[src/rtl/even_parity_serial_rx.sv]
// Even-parity serial frame receiver: start, DATA_W bits LSB first,
// parity, stop. Bit timing from an external bit_en strobe.
module even_parity_serial_rx #(
  parameter int DATA_W = 8,
  parameter int CNT_W  = 8
) (
  input  logic              clk,
  input  logic              rst,
  input  logic              bit_en,
  input  logic              rx_in,
  output logic [DATA_W-1:0] data_out,
  output logic              data_valid,
  output logic              parity_err,
  output logic              frame_err,
  output logic              busy,
  output logic [CNT_W-1:0]  err_cnt
);

  typedef enum logic [1:0] {
    IDLE,
    DATA,
    PARITY,
    STOP
  } state_t;

  localparam int BC_W = $clog2(DATA_W + 1);

  state_t            state_q, state_d;
  logic [BC_W-1:0]   bcnt_q, bcnt_d;
  logic [DATA_W-1:0] sh_q, sh_d;
  logic [DATA_W-1:0] dout_q, dout_d;
  logic              par_q, par_d;
  logic              dv_q, dv_d;
  logic              perr_q, perr_d;
  logic              ferr_q, ferr_d;
  logic [CNT_W-1:0]  ecnt_q, ecnt_d;

  always_comb begin
    state_d = state_q;
    bcnt_d  = bcnt_q;
    sh_d    = sh_q;
    dout_d  = dout_q;
    par_d   = par_q;
    dv_d    = 1'b0;
    perr_d  = perr_q;
    ferr_d  = ferr_q;
    ecnt_d  = ecnt_q;
    if (bit_en) begin
      unique case (state_q)
        IDLE: begin
          if (!rx_in) begin
            state_d = DATA;
            bcnt_d  = '0;
            par_d   = 1'b0;
          end
        end
        DATA: begin
          // Right shift so the first (LSB) bit lands at bit 0.
          sh_d = sh_q >> 1;
          sh_d[DATA_W-1] = rx_in;
          par_d  = par_q ^ rx_in;
          bcnt_d = bcnt_q + BC_W'(1);
          if (bcnt_q == BC_W'(DATA_W - 1)) begin
            state_d = PARITY;
          end
        end
        PARITY: begin
          par_d   = par_q ^ rx_in;
          state_d = STOP;
        end
        STOP: begin
          dout_d  = sh_q;
          perr_d  = par_q;
          ferr_d  = ~rx_in;
          dv_d    = 1'b1;
          state_d = IDLE;
          if ((par_q | ~rx_in) && (ecnt_q != '1)) begin
            ecnt_d = ecnt_q + CNT_W'(1);
          end
        end
        default: state_d = IDLE;
      endcase
    end
  end

  always_ff @(posedge clk) begin
    if (rst) begin
      state_q <= IDLE;
      bcnt_q  <= '0;
      sh_q    <= '0;
      dout_q  <= '0;
      par_q   <= 1'b0;
      dv_q    <= 1'b0;
      perr_q  <= 1'b0;
      ferr_q  <= 1'b0;
      ecnt_q  <= '0;
    end else begin
      state_q <= state_d;
      bcnt_q  <= bcnt_d;
      sh_q    <= sh_d;
      dout_q  <= dout_d;
      par_q   <= par_d;
      dv_q    <= dv_d;
      perr_q  <= perr_d;
      ferr_q  <= ferr_d;
      ecnt_q  <= ecnt_d;
    end
  end

  assign data_out   = dout_q;
  assign data_valid = dv_q;
  assign parity_err = perr_q;
  assign frame_err  = ferr_q;
  assign busy       = (state_q != IDLE);
  assign err_cnt    = ecnt_q;

endmodule

[config.mk]
export PLATFORM = sky130hd
export DESIGN_NAME = even_parity_serial_rx
export DESIGN_NICKNAME = d
export VERILOG_FILES = /design/src/rtl/even_parity_serial_rx.sv
export SDC_FILE = /design/constraint.sdc
export NUM_CORES = 1
export LEC_CHECK = 0
export ABC_AREA = 0
export ABC_CLOCK_PERIOD_IN_PS = 2000
export BUFFER_PORTS_ARGS = -buffer_cell sky130_fd_sc_hd__buf_4
export CAP_MARGIN = 20
export CORE_ASPECT_RATIO = 2
export CORE_UTILIZATION = 30
export DETAILED_ROUTE_END_ITERATION = 10
export GPL_TIMING_DRIVEN = 0
export HOLD_SLACK_MARGIN = 0.06
export MAX_ROUTING_LAYER = met4
export PLACE_DENSITY = 0.46
export SYNTH_ARGS = -nofsm -noshare
export SYNTH_HDL_FRONTEND = slang
export SYNTH_SLANG_ARGS = --single-unit
[constraint.sdc]
create_clock -name clk -period 2 [get_ports clk]
set_input_delay 0 -clock clk [delete_from_list [all_inputs] [get_ports clk]]
set_output_delay 0 -clock clk [all_outputs]
set_load 0.005 [all_outputs]
==> flow_metrics.py <==
metrics = {
    "route": {
        "wl_mm": 3.49,
        "drt-pass1-iter-count": 4,
        "antenna_left": 0,
        "routedWlPerCell_um": 13.6,
        "viasPerCell": 5.01,
        "post-route-drc-count": 0,
        "vias": 1283,
        "initialDrtViolationCount": 27,
    },
    "sta": {
        "period_minus_slack_ns": 1.76,
        "clock_skew_ns": 0.00259,
        "setup_viol": 0,
        "drv_slew": 0,
        "relSlewSlack_pct": 63.9,
        "setup_tns_ns": 0,
        "worstMarginPinSlew_ns": 0.535,
        "fin_crit_sh_pct": 88.2,
        "max_freq_mhz": 567,
        "hold_violations": 0,
        "rsz0062_at_grt": "no",
    },
    "clocking": {
        "htree_levels": 2,
        "cts_num_sinks": 34,
        "clk_pin_slew_worst_paths_ns": 0.07,
        "cts_buffers": 5,
        "root_buffer": "clkbuf_8",
        "clkLatencyLatePin_ns": 0.28,
        "tritoncts": "done",
        "cts_max_path_buffers": 2,
    },
    "setup_path": {
        "cpLargestDelayFamily": "compound AO/OA/AOI/OAI gates",
        "cp_slowest_cell": "o21ai_0",
        "crit_path_start_kind": "flip-flop",
        "end_kind": "flip-flop",
        "max_stage_delay_ns": 0.44,
        "path_cells": "inv_1, ha_1, nor2b_1, o21ai_0, a21oi_1, a211oi_1",
        "path_buf_inv": 1,
        "rr_startpoint": "state_q[0]",
        "ff2ff_path_depth": 6,
        "r2r-end": "bcnt_q[3]",
        "r2r_slack_ns": 0.24,
        "worstPathArrival_ns": 1.97,
        "crit_type": "flip-flop to flip-flop",
        "critPathMaxFanout": 6,
        "required_ns": 2.20,
    },
    "run_status": {
        "status": "finished clean",
    },
    "global_routing": {
        "globalRouteTotalUtil_pct": 16.3,
        "antenna_found_initial": 0,
        "grt_max_degree": 11,
        "grt_pass1_wl_mm": 6.09,
        "grt_pass1_vias": 1306,
        "grt_overflow": 0,
    },
    "floorplanning": {
        "initial_core_util_pct": 31.3,
        "dieArea_sq_mm": 0.00515,
        "fp.dieW_um": 51.2,
        "die_y_um": 100,
        "core_sq_mm": 0.00464,
        "ios": 24,
        "rows": 35,
    },
    "synth": {
        "synth_top_family_by_area": "simple AND/OR/NAND/NOR gates",
        "yosys_most_used_dff": "dfxtp_1",
        "netlist_area_sq_mm": 0.00145,
        "synth-simple-area-share_pct": 23.8,
        "synth_xor_area_share_pct": 1.81,
        "synth-edff-count": 0,
        "syn_nets": 182,
        "synth_top_cell_by_area": "dfxtp_1",
        "yosys.area.top_type_share_pct": 46.8,
        "synth-compound-area-share_pct": 15.3,
        "yosysWarnings": 0,
        "synth_seq_area_share_pct": 46.8,
        "synth_mux_area_share_pct": 2.75,
        "synth_seq_cells": 34,
        "synth_fa_ha_area_share_pct": 6.02,
        "synth_cell_types": 32,
        "syn-mean-instance-area_sq_um": 8.50,
        "postSynthCellCount": 171,
        "ys_top_cells_by_area": "dfxtp_1 47%, a21oi_1 8.3%, nand2_1 8.0%",
        "synthArstFlopShare_pct": 0,
    },
    "min_path": {
        "hold_path.startpoint": "rst",
        "holdPathEnd": "err_cnt[3]",
        "hold_depth": 2,
        "min_path_type": "input pin to flip-flop",
    },
    "job": {
        "cap_viol_max_count": 0,
    },
    "cells_and_area": {
        "final_common_cell": "dfxtp_1",
        "final_cell_mix": "34 x dfxtp_1, 31 x nand2_1, 24 x a21oi_1",
        "insertedDiodeCount": 0,
        "final_cells": 256,
        "areaGrowthSynthToFinish_pct": 22.2,
        "nets": 212,
        "layout-drive-gt1-share_pct": 15.9,
    },
    "place": {
        "gp_congestion": 0.743,
        "dp_hpwl_mm": 2.64,
        "dp_cells": 248,
        "port-buffer-count": 22,
    },
    "power": {
        "p_leak_nw": 0.674,
        "vdd_drop_max_mv": 0.299,
        "power_density_mw_per_mm2": 718,
    },
}
cells in the mapped netlist, types with 2 or more instances:
master    count
dfxtp_1      34
nand2_1      31
a21oi_1      24
nor2_1       15
nand3_1      11
ha_1          7
clkbuf_1      6
inv_1         6
mux2i_1       4
a211oi_1      3
nand4_1       3
o21ai_0       3
nand3b_1      2
nor2b_1       2
nor3_1        2
xor2_1        2
worst reg2reg max path, stage by stage, from the launching register on:
cell      delay, ns
dfxtp_1        0.40
inv_1          0.09
ha_1           0.28
nor2b_1        0.15
o21ai_0        0.44
a21oi_1        0.09
a211oi_1       0.23
power breakdown:
group | internal (mW) | switching [mW] | leakage (nW)
Combinational | 0.0353 | 0.0633 | 0.356
Sequential | 0.684 | 0.00763 | 0.274
Clock | 0.234 | 0.251 | 0.0438
flip-flops by register name, summed over array words and instances, names as in the netlist:
| signal | count |
|---|---|
| state_q | 2 |
| sh_q | 8 |
| bcnt_q | 4 |
| err_cnt | 8 |
| parity_err | 1 |
| frame_err | 1 |
| data_out | 8 |
| par_q | 1 |
| data_valid | 1 |
stage by stage:
stage / worst slack, ns / instance area [sq um] / hold slack, ns / total power, mW / utilization, %
2_1_floorplan: 0.488 / 1450 / 0.0956 / 0.768 / -
3_3_place_gp: 0.303 / 1690 / 0.257 / 0.801 / 36.4
3_5_place_dp: 0.179 / 1690 / 0.253 / 0.806 / 36.4
4_1_cts: 0.187 / 1780 / 0.132 / 1.29 / 38.3
5_1_grt: 0.0853 / 1780 / 0.156 / 1.33 / 38.3
6_report: 0.236 / 1780 / 0.127 / 1.27 / 38.3
routing by layer:
layer / routed length (um) / GRT usage (%)
met1: 1300 / 15.0
met2: 2030 / 30.5
met3: 108 / 3.17
met4: 54 / 7.90
met5: 0 / -
worst max-delay path by stage:
stage / slack [ns] / from / cells past startpoint / end
after floorplan: 0.49 / state_q[0] / 5 / par_q
after global routing: 0.09 / state_q[0] / 6 / bcnt_q[3]
after CTS: 0.19 / state_q[0] / 6 / bcnt_q[3]
after detailed placement: 0.18 / state_q[0] / 6 / bcnt_q[3]
after global placement: 0.30 / state_q[0] / 6 / bcnt_q[3]
final: 0.24 / state_q[0] / 6 / bcnt_q[3]
logic make-up (layout without fill, tap and decap cells):
logic type / count (synthesis) / count (layout)
AND/OR/NAND/NOR: 72 / 72
AO/OA/AOI/OAI: 38 / 38
flip-flops: 34 / 34
buffers and inverters: 13 / 43
adder cells (fa/ha/maj): 7 / 7
multiplexers: 4 / 4
XOR/XNOR: 3 / 3
timing repair:
item	4_1_cts	5_1_grt
gates resized for setup	0	0
endpoints found under the setup margin	0	0
setup buffers	0	0
hold endpoints to repair	2	0
hold buffers	1	0
final cells by class:
class | instances | area [sq um]
clock buffer | 5 | 68.8
clock inverter | 2 | 10.0
timing repair buffer | 23 | 175
buffer | 7 | 27.5
sequential | 34 | 681
fill | 528 | 2870
tap | 55 | 68.8
multi-input combinational | 124 | 723
inverter | 6 | 22.5
(Power assumes the default switching activity.)
